**config.mk**
```make
export PLATFORM = sky130hd
export DESIGN_NAME = inverse_seq
export DESIGN_NICKNAME = d
export VERILOG_FILES = /design/src/rtl/inverse_seq.sv
export SDC_FILE = /design/constraint.sdc
export NUM_CORES = 1
export LEC_CHECK = 0
export CORE_MARGIN = 2
export CORE_UTILIZATION = 52
export DETAILED_ROUTE_END_ITERATION = 16
export PLACE_DENSITY = 0.87
export SLEW_MARGIN = 0
export SYNTH_ARGS = -nofsm -noshare
export SYNTH_HDL_FRONTEND = slang
export SYNTH_SLANG_ARGS = --single-unit
```
**constraint.sdc**
```tcl
create_clock -name clk -period 2.8 [get_ports clk]
set_input_delay 0.42 -clock clk [delete_from_list [all_inputs] [get_ports clk]]
set_output_delay 0.42 -clock clk [all_outputs]
set_load 0.05 [all_outputs]
```
**src/rtl/inverse_seq.sv**
```systemverilog
// -----------------------------------------------------------------------------
// inverse_seq
//
// Run-phase sequencer for the matrix-inverse datapath. It owns the whole
// inversion schedule, so no free-running counter is needed elsewhere:
//   1. A start pulse in IDLE moves to CLEAR.
//   2. CLEAR holds the datapath in reset for exactly one cycle.
//   3. RUN steps count 0..MAX-1, one step per enabled cycle. A stall holds
//      count, mm_rst and the state for that cycle.
//   4. DONE pulses done for one cycle, then the sequencer returns to IDLE.
//
// The mat_mult and array_mult control lines are derived from count:
//   - mm_rst rises one enabled cycle after count hits MMR0, MMR1 or MMR2.
//   - mm_mode is 0 (element-wise) for MODE_LO <= count < MODE_HI, else 1.
//
// Optional build feature, enabled by defining the macro
// INVERSE_SEQ_STALL_CNT_EN:
//   Adds stall_cycles[15:0], a saturating count of RUN cycles with stall=1.
//   It is cleared by rst and in CLEAR, and holds after DONE.
//
// Ports
//   clk           in   1      clock
//   rst           in   1      synchronous active-high reset
//   start         in   1      request one pass; sampled only in IDLE
//   stall         in   1      hold the datapath this cycle (RUN only)
//   busy          out  1      high in CLEAR, RUN and DONE
//   done          out  1      one-cycle pulse at pass completion
//   inv_rst       out  1      datapath reset
//   inv_en        out  1      datapath enable (combinational)
//   count         out  CNT_W  schedule position
//   mm_rst        out  1      mat_mult accumulator reset, registered
//   mm_mode       out  1      mat_mult mode (combinational from count)
//   stall_cycles  out  16     stall counter (only with the macro defined)
//   am_rst        out  1      array_mult reset, equal to inv_rst
// -----------------------------------------------------------------------------
module inverse_seq #(
    parameter int CNT_W   = 8,
    parameter int MAX     = 229,
    parameter int MMR0    = 28,
    parameter int MMR1    = 98,
    parameter int MMR2    = 214,
    parameter int MODE_LO = 89,
    parameter int MODE_HI = 98
) (
    input  logic             clk,
    input  logic             rst,
    input  logic             start,
    input  logic             stall,
    output logic             busy,
    output logic             done,
    output logic             inv_rst,
    output logic             inv_en,
    output logic [CNT_W-1:0] count,
    output logic             mm_rst,
    output logic             mm_mode,
`ifdef INVERSE_SEQ_STALL_CNT_EN
    output logic [15:0]      stall_cycles,
`endif
    output logic             am_rst
);

    typedef enum logic [1:0] {
        S_IDLE  = 2'd0,
        S_CLEAR = 2'd1,
        S_RUN   = 2'd2,
        S_DONE  = 2'd3
    } state_t;

    localparam logic [CNT_W-1:0] L_LAST    = CNT_W'(MAX - 1);
    localparam logic [CNT_W-1:0] L_MMR0    = CNT_W'(MMR0);
    localparam logic [CNT_W-1:0] L_MMR1    = CNT_W'(MMR1);
    localparam logic [CNT_W-1:0] L_MMR2    = CNT_W'(MMR2);
    localparam logic [CNT_W-1:0] L_MODE_LO = CNT_W'(MODE_LO);
    localparam logic [CNT_W-1:0] L_MODE_HI = CNT_W'(MODE_HI);

    state_t           r_state;
    state_t           w_next_state;
    logic [CNT_W-1:0] r_count;
    logic             r_mm_rst;
    logic             r_done;
    logic             r_busy;
    logic             r_inv_rst;
    logic             w_inv_en;
    logic             w_mm_hit;
    logic             w_last;

    assign w_mm_hit = (r_count == L_MMR0) | (r_count == L_MMR1) | (r_count == L_MMR2);
    assign w_last   = (r_count == L_LAST);

    // -------------------------------------------------------------------------
    // State register, plus the registered outputs. done, busy and inv_rst are
    // decoded from the next state so they line up with the state they describe.
    // -------------------------------------------------------------------------
    // NOTE: sequential state uses non-blocking assignments so every flop
    // samples the pre-edge values, independent of statement order.
    always_ff @(posedge clk) begin
        if (rst) begin
            r_state   <= S_IDLE;
            r_count   <= '0;
            r_mm_rst  <= 1'b0;
            r_done    <= 1'b0;
            r_busy    <= 1'b0;
            r_inv_rst <= 1'b1;
        end else begin
            r_state   <= w_next_state;
            r_done    <= (w_next_state == S_DONE);
            r_busy    <= (w_next_state != S_IDLE);
            r_inv_rst <= (w_next_state == S_CLEAR);

            case (r_state)
                S_IDLE: begin
                    // Entering CLEAR: present count=0 and mm_rst=0 during it.
                    if (start) begin
                        r_count  <= '0;
                        r_mm_rst <= 1'b0;
                    end
                end
                S_CLEAR: begin
                    r_count  <= '0;
                    r_mm_rst <= 1'b0;
                end
                S_RUN: begin
                    // A stalled cycle leaves count and mm_rst untouched.
                    if (w_inv_en) begin
                        r_mm_rst <= w_mm_hit;
                        r_count  <= w_last ? '0 : r_count + CNT_W'(1);
                    end
                end
                S_DONE: begin
                    r_mm_rst <= 1'b0;
                end
                default: begin
                end
            endcase
        end
    end

    // -------------------------------------------------------------------------
    // Next-state logic
    // -------------------------------------------------------------------------
    // NOTE: the default assignment first means every path drives
    // w_next_state, so no latch is inferred.
    always_comb begin
        w_next_state = r_state;
        case (r_state)
            S_IDLE:  if (start) w_next_state = S_CLEAR;
            S_CLEAR: w_next_state = S_RUN;
            S_RUN:   if (w_inv_en && w_last) w_next_state = S_DONE;
            S_DONE:  w_next_state = S_IDLE;
            default: w_next_state = S_IDLE;
        endcase
    end

    // -------------------------------------------------------------------------
    // Combinational outputs
    // -------------------------------------------------------------------------
    always_comb begin
        w_inv_en = (r_state == S_RUN) && !stall;
        mm_mode  = !((r_count >= L_MODE_LO) && (r_count < L_MODE_HI));
    end

`ifdef INVERSE_SEQ_STALL_CNT_EN
    logic [15:0] r_stall_cycles;

    // Saturating counter: it stays at 16'hFFFF instead of wrapping to zero.
    always_ff @(posedge clk) begin
        if (rst || (r_state == S_CLEAR)) begin
            r_stall_cycles <= '0;
        end else if ((r_state == S_RUN) && stall && (r_stall_cycles != 16'hFFFF)) begin
            r_stall_cycles <= r_stall_cycles + 16'd1;
        end
    end

    assign stall_cycles = r_stall_cycles;
`endif

    assign busy    = r_busy;
    assign done    = r_done;
    assign inv_rst = r_inv_rst;
    assign am_rst  = r_inv_rst;
    assign inv_en  = w_inv_en;
    assign count   = r_count;
    assign mm_rst  = r_mm_rst;

endmodule

```
==> key figures <==
Run status
  – Status: finished clean

Die
  – Core Area: 1506 µm²
  – Initial core utilization: 55.15%
  – Die Y: 43.97 µm
  – IO Pins: 19
  – Die Width: 43.97 µm
  – Row cnt: 14
  – Die ar.: 1933 µm²

Timing
  – Fmax: 394.1 MHz
  – Clock Skews: 10.21 ps
  – Max Transition Viols Final: 0
  – Slew headroom: 66.16%
  – Final WS setup: 262.5 ps
  – Post-Route Setup TNS: 0 ps
  – Setup Viol. Count Final: 0
  – RSZ-0062 raised after global routing: no
  – Tightest Pin Transition: 506.0 ps
  – Final period util: 90.63%
  – Final hold viol count: 0
  – Final min period: 2538 ps

Logic synthesis
  – Warnings from Yosys: 0
  – Gate Count Post-Synth: 98
  – Proportion of synthesized flip-flops having asynchronous set or reset: 0%
  – Net Count, Synth: 110
  – Commonest register cell after synthesis: dfxtp_1
  – Syn_area_per_cell: 8.478 µm²
  – Post-synth EDFFs: 0
  – Synth Register Bits: 14
  – Synthesized area: 830.8 µm²
  – Netlist cell types: 33
  – Seq/Total Area, Yosys: 33.73%

Layout
  – Layout cells sized above 1: 6.034%
  – Area of the multi-input gates: 496.7 µm²
  – Filler cells: 127
  – Area grow syn2layout: 25.45%
  – Final nets: 129
  – Register area: 280.3 µm²
  – Diode count: 0

Clock network
  – Worst-Skew Late Latency: 290 ps
  – CTS Buf Count: 3
  – Cts hold-fix bufs: 0
  – H-tree level count: 1
  – Worst-path clk slew: 100 ps
  – Clk Tree Root Cell: clkbuf_4
  – CTS sink cnt: 14
  – Clock Path Buffers: 2
  – CTS tree: done

Worst setup path
  – Worst path arrival time: 2120 ps
  – Crit. End Element: output port
  – FF-to-FF path depth: 6
  – Crit path max fanout: 7
  – WS Path Type: reg -> out
  – Worst endpoint required time: 2380 ps
  – R2r setup slk: 1000 ps
  – CP startpoint kind: flip-flop

Drt
  – First drt pass iteration count: 4
  – DR DRC count: 0
  – Total Routed Length: 1.781 mm
  – Drt initial violations: 13
  – DR vias/cell: 5.856
  – Vias: 773
  – Routed len/inst: 13.49 µm
  – Antenna-violating nets left: 0

GRT
  – Largest net degree at the start of global routing: 13
  – Gr ovfl total: 0
  – Global-route wire length before repair: 2.904 mm
  – Total track usage: 20.60%
  – Initial antenna violation count: 0
  – Via count of the first global-routing pass: 729

Placement
  – DP HPWL: 1.295 mm
  – Pre-CTS WS: 320.6 ps
  – Buffers on Ports: 18
  – RePlAce Congestion: 0.7941

Pwr
  – Clk pwr share: 28.0%
  – Sequential power share: 42.0%
  – P_int: 0.3461 mW
  – Sw Share: 35.04%
  – P_sw: 0.1867 mW
  – Logic pwr share: 30.1%
  – VDD IR-drop max: 416.6 µV
  – Power Dens Cells: 511.3 nW/µm²
  – Leakage power: 0.3968 nW

Worst hold path
  – Hold Path Cell Cnt: 2
  – Tightest Hold Check Type: reg -> reg

Job
  – Max-Cap Viols: 0
## cell usage in the layout (no fill, tap or decap), types with 2 or more instances in the layout
cell type and count:
clkdlybuf4s50_1 17, dfxtp_1 14, nand2_1 9, inv_1 8
nor2_1 8, ha_1 8, a21oi_1 6, nand4_1 6
xor2_1 5, nand2b_1 3, nand3_1 3, o21ai_0 3
clkbuf_4 3, a211oi_1 2, nand4b_1 2
## power by group through the flow
stage	Sequential, mW	Clock [mW]	Combinational (mW)
after global routing	0.225	0.167	0.173
after detailed placement	0.229	0	0.159
after floorplan	0.263	0	0.0815
after CTS	0.224	0.153	0.160
after global placement	0.227	0	0.157
final	0.224	0.149	0.160
## stage by stage
stage          hold slack (ps)  instances  power (mW)  utilization, %  cell area [µm²]
3_5_place_dp             451.8        128      0.3880           66.86             1007
4_1_cts                  464.1        132      0.5370           69.19             1042
2_1_floorplan            489.1         98      0.3442               -            830.8
3_3_place_gp             450.6        128      0.3837           66.86             1007
6_report                 460.6        132      0.5329           69.19             1042
5_1_grt                  480.5        132      0.5646           69.19             1042
## sequential cells by signal, summed over array words and instances, names as in the netlist
signal / flops
count: 8
done: 1
busy: 1
r_state: 2
am_rst: 1
mm_rst: 1
## Yosys cell counts, types with 2 or more instances
library cell | number | area [µm²]
nor2_1 | 8 | 30.03
xor2_1 | 5 | 43.79
nand4_1 | 6 | 37.54
inv_1 | 8 | 30.03
o21ai_0 | 3 | 15.01
buf_4 | 2 | 15.01
nand3_1 | 3 | 15.01
ha_1 | 8 | 100.1
dfxtp_1 | 14 | 280.3
a211oi_1 | 2 | 15.01
nand2b_1 | 3 | 18.77
nand4b_1 | 2 | 17.52
a21oi_1 | 6 | 30.03
nand2_1 | 9 | 33.78
## what timing repair did
item | CTS | global route
setup endpoints to repair | 1 | 0
resized for setup | 1 | 0
buffers inserted | 0 | 0
## metal layers
metal	wire length, µm	part of all wire, %	track usage (%)	up-vias
met5	0	0	0	-
met4	38	2.1	14.55	0
met3	84	4.7	5.417	6
met2	867	49	33.82	23
met1	791	44	22.82	360
li1	-	-	-	384
## critical path, stage by stage (launching register included)
cell	delay, ps
dfxtp_1	460
inv_1	120
ha_1	190
a211oi_1	210
a21oi_1	60
or3b_1	350
dlygate4sd2_1	430
## kinds of logic (layout without fill, tap and decap cells)
group,after synthesis,count (layout),share of synthesized area [%]
and+or+nand+nor,41,41,27.86
AOI/OAI and AO/OA,18,18,14.61
DFF,14,14,33.74
buffers and inverters,12,30,6.475
adders and majority gates,8,8,12.05
xor gates and xnor gates,5,5,5.271
## area by class of cell
cell class                      count  share of cell area, %
Multi-Input combinational cell     72                  47.66
Sequential cell                    14                  26.89
Timing Repair Buffer               18                  17.17
Clock buffer                        4                  3.481
Inverter                            8                  2.881
Tap cell                           16                  1.921
## worst paths after layout
check	from	endpoint
max reg2reg	r_state[0]$_SDFF_PP0_	count[7]$_SDFFE_PP0P_
min	mm_rst$_SDFFE_PP0P_	mm_rst$_SDFFE_PP0P_
max	count[1]$_SDFFE_PP0P_	mm_mode
min reg2reg	mm_rst$_SDFFE_PP0P_	mm_rst$_SDFFE_PP0P_
Note: power is estimated with default switching activity, not from simulation.
